$ cat src/rtl/approx_seq_divider.sv
// approx_seq_divider: iterative restoring divider, one quotient row per clock.
// The low APPROX_ROWS rows may use the approximate subtractor cell
// (q bit from the window MSB, remainder = W & d) when approx_en is set at
// acceptance. Results are bit-identical to the combinational array divider
// with the same row configuration.
module approx_seq_divider #(
    parameter int unsigned N_W         = 16,
    parameter int unsigned D_W         = 8,
    parameter int unsigned APPROX_ROWS = 4
) (
    input  logic               clk,
    input  logic               rst_n,
    input  logic               in_valid,
    output logic               in_ready,
    input  logic [N_W-1:0]     n,
    input  logic [D_W-1:0]     d,
    input  logic               approx_en,
    output logic               out_valid,
    input  logic               out_ready,
    output logic [N_W-D_W-1:0] q,
    output logic [D_W-1:0]     r,
    output logic               dz,
    output logic               ovf
);

    localparam int unsigned Q_W  = N_W - D_W;
    localparam int unsigned K_W  = (Q_W > 1) ? $clog2(Q_W) : 1;
    localparam int unsigned NI_W = $clog2(N_W);

    // Per-row approximate-cell enable mask: bit k set when k < APPROX_ROWS
    localparam logic [Q_W:0]   APX_LIM  = (Q_W+1)'(1) << APPROX_ROWS;
    localparam logic [Q_W:0]   APX_M1   = APX_LIM - (Q_W+1)'(1);
    localparam logic [Q_W-1:0] APX_MASK = APX_M1[Q_W-1:0];

    typedef enum logic [1:0] {
        S_IDLE = 2'd0,
        S_CALC = 2'd1,
        S_DONE = 2'd2
    } state_t;

    state_t r_state;
    state_t w_state_nxt;

    // Latched operation context
    logic [N_W-1:0] r_n;
    logic [D_W-1:0] r_d;
    logic           r_approx;
    logic           r_dz_p;
    logic           r_ovf_p;

    // Row iteration state: top bit, window, row index, quotient accumulator
    logic           r_t;
    logic [D_W-1:0] r_w;
    logic [K_W-1:0] r_k;
    logic [Q_W-1:0] r_qacc;

    // Registered outputs
    logic           r_in_ready;
    logic           r_out_valid;
    logic [Q_W-1:0] r_q;
    logic [D_W-1:0] r_r;
    logic           r_dz;
    logic           r_ovf;

    // Next values
    logic [N_W-1:0] w_n_nxt;
    logic [D_W-1:0] w_d_nxt;
    logic           w_approx_nxt;
    logic           w_dz_p_nxt;
    logic           w_ovf_p_nxt;
    logic           w_t_nxt;
    logic [D_W-1:0] w_w_nxt;
    logic [K_W-1:0] w_k_nxt;
    logic [Q_W-1:0] w_qacc_nxt;
    logic           w_in_ready_nxt;
    logic           w_out_valid_nxt;
    logic [Q_W-1:0] w_q_nxt;
    logic [D_W-1:0] w_r_nxt;
    logic           w_dz_nxt;
    logic           w_ovf_nxt;

    // Row datapath
    logic            w_accept;
    logic [D_W:0]    w_sub;
    logic            w_borrow;
    logic [D_W-1:0]  w_diff;
    logic            w_row_apx;
    logic            w_qbit;
    logic [D_W-1:0]  w_rem;
    logic [NI_W-1:0] w_nidx;

    assign in_ready  = r_in_ready;
    assign out_valid = r_out_valid;
    assign q         = r_q;
    assign r         = r_r;
    assign dz        = r_dz;
    assign ovf       = r_ovf;

    assign w_accept = (r_state == S_IDLE) && in_valid && r_in_ready;

    // One quotient row: exact restoring cell or approximate cell
    always_comb begin
        w_sub     = {1'b0, r_w} - {1'b0, r_d};
        w_borrow  = w_sub[D_W];
        w_diff    = w_sub[D_W-1:0];
        w_row_apx = r_approx & APX_MASK[r_k];
        w_qbit    = 1'b0;
        w_rem     = r_w;
        if (w_row_apx) begin
            w_qbit = r_t | r_w[D_W-1];
            w_rem  = w_qbit ? (r_w & r_d) : r_w;
        end else begin
            w_qbit = r_t | ~w_borrow;
            w_rem  = w_qbit ? w_diff : r_w;
        end
        w_nidx = NI_W'(r_k) - NI_W'(1);
    end

    // State register
    always_ff @(posedge clk or negedge rst_n) begin
        if (!rst_n) begin
            r_state <= S_IDLE;
        end else begin
            r_state <= w_state_nxt;
        end
    end

    // Next-state logic
    always_comb begin
        w_state_nxt = r_state;
        case (r_state)
            S_IDLE: if (w_accept) w_state_nxt = S_CALC;
            S_CALC: if (r_k == '0) w_state_nxt = S_DONE;
            S_DONE: if (out_ready) w_state_nxt = S_IDLE;
            default: w_state_nxt = S_IDLE;
        endcase
    end

    // Output and datapath next values
    always_comb begin
        w_n_nxt         = r_n;
        w_d_nxt         = r_d;
        w_approx_nxt    = r_approx;
        w_dz_p_nxt      = r_dz_p;
        w_ovf_p_nxt     = r_ovf_p;
        w_t_nxt         = r_t;
        w_w_nxt         = r_w;
        w_k_nxt         = r_k;
        w_qacc_nxt      = r_qacc;
        w_out_valid_nxt = r_out_valid;
        w_q_nxt         = r_q;
        w_r_nxt         = r_r;
        w_dz_nxt        = r_dz;
        w_ovf_nxt       = r_ovf;
        w_in_ready_nxt  = (w_state_nxt == S_IDLE);

        case (r_state)
            S_IDLE: begin
                if (w_accept) begin
                    w_n_nxt      = n;
                    w_d_nxt      = d;
                    w_approx_nxt = approx_en;
                    w_dz_p_nxt   = (d == '0);
                    w_ovf_p_nxt  = (n[N_W-1:Q_W] >= d);
                    w_t_nxt      = n[N_W-1];
                    w_w_nxt      = n[N_W-2 -: D_W];
                    w_k_nxt      = K_W'(Q_W - 1);
                    w_qacc_nxt   = '0;
                end
            end
            S_CALC: begin
                w_qacc_nxt[r_k] = w_qbit;
                w_t_nxt         = w_rem[D_W-1];
                if (r_k == '0) begin
                    w_q_nxt         = w_qacc_nxt;
                    w_r_nxt         = w_rem;
                    w_dz_nxt        = r_dz_p;
                    w_ovf_nxt       = r_ovf_p;
                    w_out_valid_nxt = 1'b1;
                end else begin
                    w_w_nxt = {w_rem[D_W-2:0], r_n[w_nidx]};
                    w_k_nxt = r_k - K_W'(1);
                end
            end
            S_DONE: begin
                if (out_ready) w_out_valid_nxt = 1'b0;
            end
            default: begin
                w_out_valid_nxt = 1'b0;
            end
        endcase
    end

    // Datapath and output registers
    always_ff @(posedge clk or negedge rst_n) begin
        if (!rst_n) begin
            r_n         <= '0;
            r_d         <= '0;
            r_approx    <= 1'b0;
            r_dz_p      <= 1'b0;
            r_ovf_p     <= 1'b0;
            r_t         <= 1'b0;
            r_w         <= '0;
            r_k         <= '0;
            r_qacc      <= '0;
            r_in_ready  <= 1'b0;
            r_out_valid <= 1'b0;
            r_q         <= '0;
            r_r         <= '0;
            r_dz        <= 1'b0;
            r_ovf       <= 1'b0;
        end else begin
            r_n         <= w_n_nxt;
            r_d         <= w_d_nxt;
            r_approx    <= w_approx_nxt;
            r_dz_p      <= w_dz_p_nxt;
            r_ovf_p     <= w_ovf_p_nxt;
            r_t         <= w_t_nxt;
            r_w         <= w_w_nxt;
            r_k         <= w_k_nxt;
            r_qacc      <= w_qacc_nxt;
            r_in_ready  <= w_in_ready_nxt;
            r_out_valid <= w_out_valid_nxt;
            r_q         <= w_q_nxt;
            r_r         <= w_r_nxt;
            r_dz        <= w_dz_nxt;
            r_ovf       <= w_ovf_nxt;
        end
    end

endmodule

$ cat config.mk
export PLATFORM = sky130hd
export DESIGN_NAME = approx_seq_divider
export DESIGN_NICKNAME = d
export VERILOG_FILES = /design/src/rtl/approx_seq_divider.sv
export SDC_FILE = /design/constraint.sdc
export NUM_CORES = 1
export LEC_CHECK = 0
export BUFFER_PORTS_ARGS = -buffer_cell sky130_fd_sc_hd__buf_4
export CORE_ASPECT_RATIO = 0.6
export CORE_MARGIN = 2
export CORE_UTILIZATION = 30
export DETAILED_ROUTE_END_ITERATION = 6
export HOLD_SLACK_MARGIN = 0.06
export MAX_ROUTING_LAYER = met4
export PLACE_DENSITY = 0.58
export REMOVE_ABC_BUFFERS = 1
export SYNTH_ARGS = -nofsm -noshare
export SYNTH_HDL_FRONTEND = slang
export SYNTH_SLANG_ARGS = --single-unit
$ cat constraint.sdc
create_clock -name clk -period 2.8 [get_ports clk]
set_clock_uncertainty 0.05 [all_clocks]
set_input_delay 0.28 -clock clk [delete_from_list [all_inputs] [get_ports clk]]
set_output_delay 0.28 -clock clk [all_outputs]
set_load 0.03 [all_outputs]
==> flow_metrics.env, run 1 <==
export IMPL_finalSetupViolations=0
export IMPL_drv_cap=0
export IMPL_p_sw_frac=0.442
export IMPL_nNetsFinal=518
export IMPL_hold_path_class="input pin to flip-flop"
export IMPL_worstPathRequired_ns=2.95
export IMPL_synth_top_area_frac=0.444
export IMPL_dr_pass1_iters=5
export IMPL_ys_seq_area_frac=0.444
export IMPL_rr_startpoint="r_w[0]"
export IMPL_fp_dieW_um=147
export IMPL_met1_usage=0.249
export IMPL_cp_start_kind="flip-flop"
export IMPL_htreeDepth=3
export IMPL_vias=3183
export IMPL_hold_depth=3
export IMPL_synth_edff_count=0
export IMPL_max_freq_ghz=0.373
export IMPL_wire_per_inst_um=16.3
export IMPL_place_port_buffers=48
export IMPL_core_um2=12000
export IMPL_finalWirelength_um=10300
export IMPL_rsz0062_at_grt="no"
export IMPL_cts_root_buf="clkbuf_16"
export IMPL_use_met2=0.239
export IMPL_top_usage_layer="met1"
export IMPL_finalSetupTns_ns=0
export IMPL_p_int_mw=3.72
export IMPL_p_switching_mw=2.95
export IMPL_areaGrowthSynthToFinish_pct=26.6
export IMPL_ff2ff_setup_slack_ns=0.12
export IMPL_irDropWorstVdd_v=0.000490
export IMPL_drc=0
export IMPL_worstPathMaxFanout=4
export IMPL_worst_skew_pair_late_latency_ns=0.35
export IMPL_start_util=0.306
export IMPL_vias_per_cell=5.04
export IMPL_slew_headroom=0.424
export IMPL_diodes=0
export IMPL_drt_iter0_markers=383
export IMPL_cts_sinks=65
export IMPL_r2r_end="r_w[7]"
export IMPL_finalPower_mw=6.67
export IMPL_ant_nets=0
export IMPL_outcome="completed"
export IMPL_ys_warn_count=0
export IMPL_worstPathArrival_ns=2.83
export IMPL_min_period_ns=2.68
export IMPL_synth_cell_type_count=50
export IMPL_min_from="n[4]"
export IMPL_synth_ff_type="dfrtp_1"
export IMPL_ios=49
export IMPL_cts_resized=0
export IMPL_ys_top_cells_by_area="dfrtp_1 (44%), nand2_1 (11%), ha_1 (8.9%)"
export IMPL_dpl_instance_area_um2=4250
export IMPL_grt_pass1_vias=3077
export IMPL_worstHoldEndpoint="r_n[4]"
export IMPL_synth_commonest_cells="nand2_1 (103), dfrtp_1 (65), ha_1 (26), nor2_1 (26)"
export IMPL_antenna_found_initial=0
export IMPL_grt_max_degree=66
export IMPL_seqPwrFrac=0.252
export IMPL_use_met3=0.0510
export IMPL_worst_slack_ns=0.118
export IMPL_rows=31
export IMPL_grt_overflow=0
export IMPL_combinationalPowerShare=0.546
export IMPL_tritoncts="built"
export IMPL_grt_pass1_wl_um=16700
export IMPL_grtUsageTotal=0.175
export IMPL_syn_cell_area_um2=3660
export IMPL_cts_buffers=9
export IMPL_dpl_hpwl_um=7450
export IMPL_dp_slack_ns=0.113
export IMPL_worstSetupPathType="flip-flop to flip-flop"
export IMPL_power_leakage_nw=2.28
export IMPL_yosys_area_top_type="dfrtp_1"
export IMPL_period_share=0.958
export IMPL_critPathCaptureType="flip-flop"
export IMPL_synth_seq_cells=65
export IMPL_pwr_share_clk=0.202
export IMPL_drive_above_1_share=0.199
export IMPL_reg2reg_depth=10
export IMPL_avgSynthCellArea_um2=9.07
export IMPL_cts_path_max_buffers=2
export IMPL_dieArea_um2=13100
export IMPL_gp_congestion=0.888
export IMPL_drv_slew=0
export IMPL_power_density_nw_per_um2=1440
export IMPL_async_flop_share=1.00
export IMPL_die_h_um=89.6
export IMPL_final_hold_violation_count=0
export IMPL_synthCells=404
export IMPL_synth_most_common_cell="nand2_1"
export IMPL_max_slew_worst_pin_slew_ns=0.864
export IMPL_fin_area_um2=4640
export IMPL_clk_pin_slew_worst_paths_ns=0.06
how the worst max path moves through the flow:
stage | startpoint | cells after the start | endpoint
6_report | r_w[0] | 10 | r_w[7]
5_1_grt | r_w[0] | 10 | r[6]
2_1_floorplan | r_w[0] | 9 | r_w[2]
3_3_place_gp | r_w[0] | 9 | r_w[6]
3_5_place_dp | r_w[0] | 9 | r_w[3]
4_1_cts | r_w[0] | 9 | r_w[3]
state kept, by name, summed over array words and instances, names as in the netlist:
name and cells:
dz 1, in_ready 1, out_valid 1, ovf 1, q 8, r 8, r_approx 1, r_d 8
r_dz_p 1, r_k 3, r_n 12, r_ovf_p 1, r_qacc 8, r_state 2, r_t 1, r_w 8
worst max-delay path, stage by stage (launching register included):
cell      delay (ns)
dfrtp_1         0.40
inv_1           0.06
ha_1            0.20
fa_1            0.39
nand2b_1        0.21
a211oi_4        0.34
buf_4           0.18
o21ai_0         0.11
a32o_1          0.27
a31oi_1         0.22
a32oi_1         0.09
stage by stage:
step | utilization | hold WS, ns | cells
6_report | 0.387 | 0.0769 | 632
4_1_cts | 0.385 | 0.0613 | 629
3_5_place_dp | 0.355 | 0.393 | 612
3_3_place_gp | 0.355 | 0.394 | 612
5_1_grt | 0.387 | 0.0759 | 632
2_1_floorplan | - | -0.0656 | 387
per-layer routing:
metal / part of all wire / vias to the layer above / wire length, um
li1: - / 1518 / -
met1: 0.52 / 1550 / 5360
met2: 0.40 / 101 / 4120
met3: 0.070 / 14 / 720
met4: 0.012 / 0 / 125
met5: 0 / - / 0
area by class of cell:
| type | count | area, um2 |
|---|---|---|
| clock buffer | 10 | 239 |
| clock inverter | 6 | 115 |
| fill | 1222 | 7350 |
| inverter | 21 | 78.8 |
| multi-input combinational | 301 | 1880 |
| sequential | 65 | 1630 |
| tap | 165 | 206 |
| timing repair buffer | 64 | 495 |
cells by family (layout without fill, tap and decap cells):
group | after synthesis | count (layout) | synth area share
simple gates | 170 | 170 | 0.204
buf+inv | 38 | 101 | 0.0434
mux | 4 | 4 | 0.0212
fa+ha+maj | 27 | 27 | 0.0943
flops | 65 | 65 | 0.444
compound gates | 97 | 97 | 0.186
xor+xnor | 3 | 3 | 0.00718
placed cells by master, fill, tap and decap left out, types with 3 or more instances in the layout:
cell type,netlist,layout
a211o_1,3,3
a21o_1,4,4
a21oi_1,13,13
a221oi_2,5,5
a22o_1,8,8
a31oi_1,8,8
and3_1,9,9
buf_4,1,62
bufinv_16,0,3
clkbuf_16,0,9
dfrtp_1,65,65
ha_1,26,26
inv_1,21,21
mux4_2,3,3
nand2_1,103,103
nand2b_1,6,6
nand3_1,5,5
nor2_1,26,26
nor2b_1,5,5
nor3_1,4,4
o21ai_0,21,21
o21ai_1,18,18
or3_1,3,3
repair_timing:
item / in CTS / in global routing
hold buffers: 1 / 0
endpoints found under the hold margin: 65 / 0
setup endpoints to repair: 0 / 10
setup buffers: 0 / 3
power by group through the flow:
| stage | combinational [mW] | sequential, mW | clock, mW |
|---|---|---|---|
| after detailed placement | 3.55 | 1.69 | 0 |
| after global placement | 3.44 | 1.68 | 0 |
| after global routing | 4.01 | 1.73 | 1.41 |
| after CTS | 3.58 | 1.68 | 1.38 |
| after floorplan | 2.29 | 1.85 | 0 |
| final | 3.64 | 1.68 | 1.35 |
Note: power is estimated with default switching activity, not from simulation.
==> inputs of run 2 (changes only) <==
==> constraint.sdc (replaced) <==
create_clock -name clk -period 2.8 [get_ports clk]
set_clock_uncertainty 0.05 [all_clocks]
set_input_delay 0.14 -clock clk [delete_from_list [all_inputs] [get_ports clk]]
set_output_delay 0.14 -clock clk [all_outputs]
set_load 0.03 [all_outputs]
==> run 2 against run 1 <==
  * Non-clock buffer count rose by 21
  * Combinational power barely moved
  * Die area did not move
  * Sequential power barely moved
  * Cell count rose by 3.3%
  * Flip-flop and latch count did not move
  * Total power rose by 0.44%
  * Global-route usage rose by 0.21 points
  * Fmax barely moved
  * Register-to-register slack barely moved
  * Critical path type unchanged
  * Largest power group unchanged
==> flow_metrics.env, run 2 (synthesis results as in run 1) <==
export IMPL_outcome="completed"
export IMPL_ff2ff_setup_slack_ns=0.12
export IMPL_top_register="r_n"
export IMPL_drc=0
export IMPL_dpl_hpwl_um=7450
export IMPL_start_util=0.306
export IMPL_worstPathArrival_ns=2.83
export IMPL_cts_path_max_buffers=2
export IMPL_p_int_mw=3.74
export IMPL_combinationalPowerShare=0.548
export IMPL_cp_start_kind="flip-flop"
export IMPL_diodes=0
export IMPL_rr_startpoint="r_w[0]"
export IMPL_grtUsageTotal=0.177
export IMPL_finalWirelength_um=10400
export IMPL_grt_pass1_wl_um=16900
export IMPL_nNetsFinal=539
export IMPL_worstSetupPathType="flip-flop to flip-flop"
export IMPL_final_common_cell="nand2_1"
export IMPL_rows=31
export IMPL_ant_nets=0
export IMPL_cts_root_buf="clkbuf_16"
export IMPL_layout_common_cells="nand2_1 (103), dfrtp_1 (65), buf_4 (62)"
export IMPL_gp_congestion=0.888
export IMPL_wire_per_inst_um=16.0
export IMPL_grt_pass1_vias=3172
export IMPL_worst_skew_pair_late_latency_ns=0.35
export IMPL_htreeDepth=3
export IMPL_drv_cap=0
export IMPL_antenna_found_initial=0
export IMPL_finalSetupViolations=0
export IMPL_r2r_end="r_w[7]"
export IMPL_vias_per_cell=4.99
export IMPL_max_freq_ghz=0.373
export IMPL_core_um2=12000
export IMPL_tritoncts="built"
export IMPL_cts_sinks=65
export IMPL_critPathCaptureType="flip-flop"
export IMPL_grt_max_degree=66
export IMPL_min_period_ns=2.68
export IMPL_dr_pass1_iters=5
export IMPL_power_density_nw_per_um2=1380
export IMPL_drv_slew=0
export IMPL_largest_reg_flops=12
export IMPL_rsz0062_at_grt="no"
export IMPL_hold_depth=3
export IMPL_finalSetupTns_ns=0
export IMPL_cts_resized=0
export IMPL_reg2reg_depth=10
export IMPL_drt_iter0_markers=352
export IMPL_p_switching_mw=2.96
export IMPL_seqPwrFrac=0.250
export IMPL_place_port_buffers=48
export IMPL_finalPower_mw=6.70
export IMPL_worstPathRequired_ns=2.95
export IMPL_slew_headroom=0.427
export IMPL_clk_pin_slew_worst_paths_ns=0.06
export IMPL_areaGrowthSynthToFinish_pct=32.4
export IMPL_grt_overflow=0
export IMPL_worstPathMaxFanout=4
export IMPL_path_cells="inv_1, ha_1, fa_1, nand2b_1, a211oi_4, buf_4, o21ai_0, a32o_1, a31oi_1, a32oi_1"
export IMPL_pwr_share_clk=0.201
export IMPL_max_slew_worst_pin_slew_ns=0.859
export IMPL_ios=49
export IMPL_hold_slack_ns=0.0768
export IMPL_min_from="n[8]"
export IMPL_period_share=0.958
export IMPL_hold_path_class="input pin to flip-flop"
export IMPL_drive_above_1_share=0.191
export IMPL_p_sw_frac=0.442
export IMPL_fp_dieW_um=147
export IMPL_irDropWorstVdd_v=0.000489
export IMPL_cp_slowest_cell="dfrtp_1"
export IMPL_dieArea_um2=13100
export IMPL_worstHoldEndpoint="r_w[1]"
export IMPL_vias=3260
export IMPL_power_leakage_nw=2.37
export IMPL_cts_buffers=9
export IMPL_cp_slowest_stage_delay_ns=0.40
export IMPL_die_h_um=89.6
export IMPL_final_hold_violation_count=0
## run 2: area by class of cell
type                    count  area (um2)
clock inverters             6         115
repair buffers             85         706
well taps                 165         206
flip-flops and latches     65        1630
clock buffers              10         239
inverters                  21        78.8
multi-input cells         301        1880
fillers                  1207        7140
## run 2: power by group through the flow
stage | Combinational (mW) | Sequential (mW) | Clock, mW
6_report | 3.67 | 1.68 | 1.35
5_1_grt | 4.03 | 1.73 | 1.41
4_1_cts | 3.61 | 1.68 | 1.38
3_5_place_dp | 3.55 | 1.69 | 0
3_3_place_gp | 3.44 | 1.68 | 0
2_1_floorplan | 2.29 | 1.85 | 0
## run 2: routing by layer
metal | GRT usage | part of all wire
met4 | 0.0503 | 0.013
met3 | 0.0505 | 0.070
met5 | - | 0
met1 | 0.249 | 0.52
met2 | 0.247 | 0.40
## run 2: per-stage QoR
step	std cells	util	cell area (um2)	setup WS [ns]
after floorplan	387	-	3580	0.399
after global placement	612	0.355	4250	0.209
after detailed placement	612	0.355	4250	0.113
after CTS	650	0.403	4830	0.0764
final	653	0.405	4850	0.117
after global routing	653	0.405	4850	0.0142
## run 2: worst max path at each step
stage	startpoint	end	slack, ns
final	r_w[0]	r_w[7]	0.12
after global routing	r_w[0]	r[6]	0.01
after CTS	r_w[0]	r_w[3]	0.08
after detailed placement	r_w[0]	r_w[3]	0.11
after global placement	r_w[0]	r_w[6]	0.21
after floorplan	r_w[0]	r_w[2]	0.40
## run 2: what timing repair did
item	CTS	global route
hold endpoints to repair	89	0
setup endpoints to repair	0	10
hold buffers	22	0
buffers inserted	0	3
## run 2: worst max-delay path: cells and delay by family, from the launching register on
kind	cells	cell delay (ns)
compound gates	5	1.03
buf+inv	2	0.24
flops	1	0.40
fa+ha+maj	2	0.59
simple gates	1	0.22
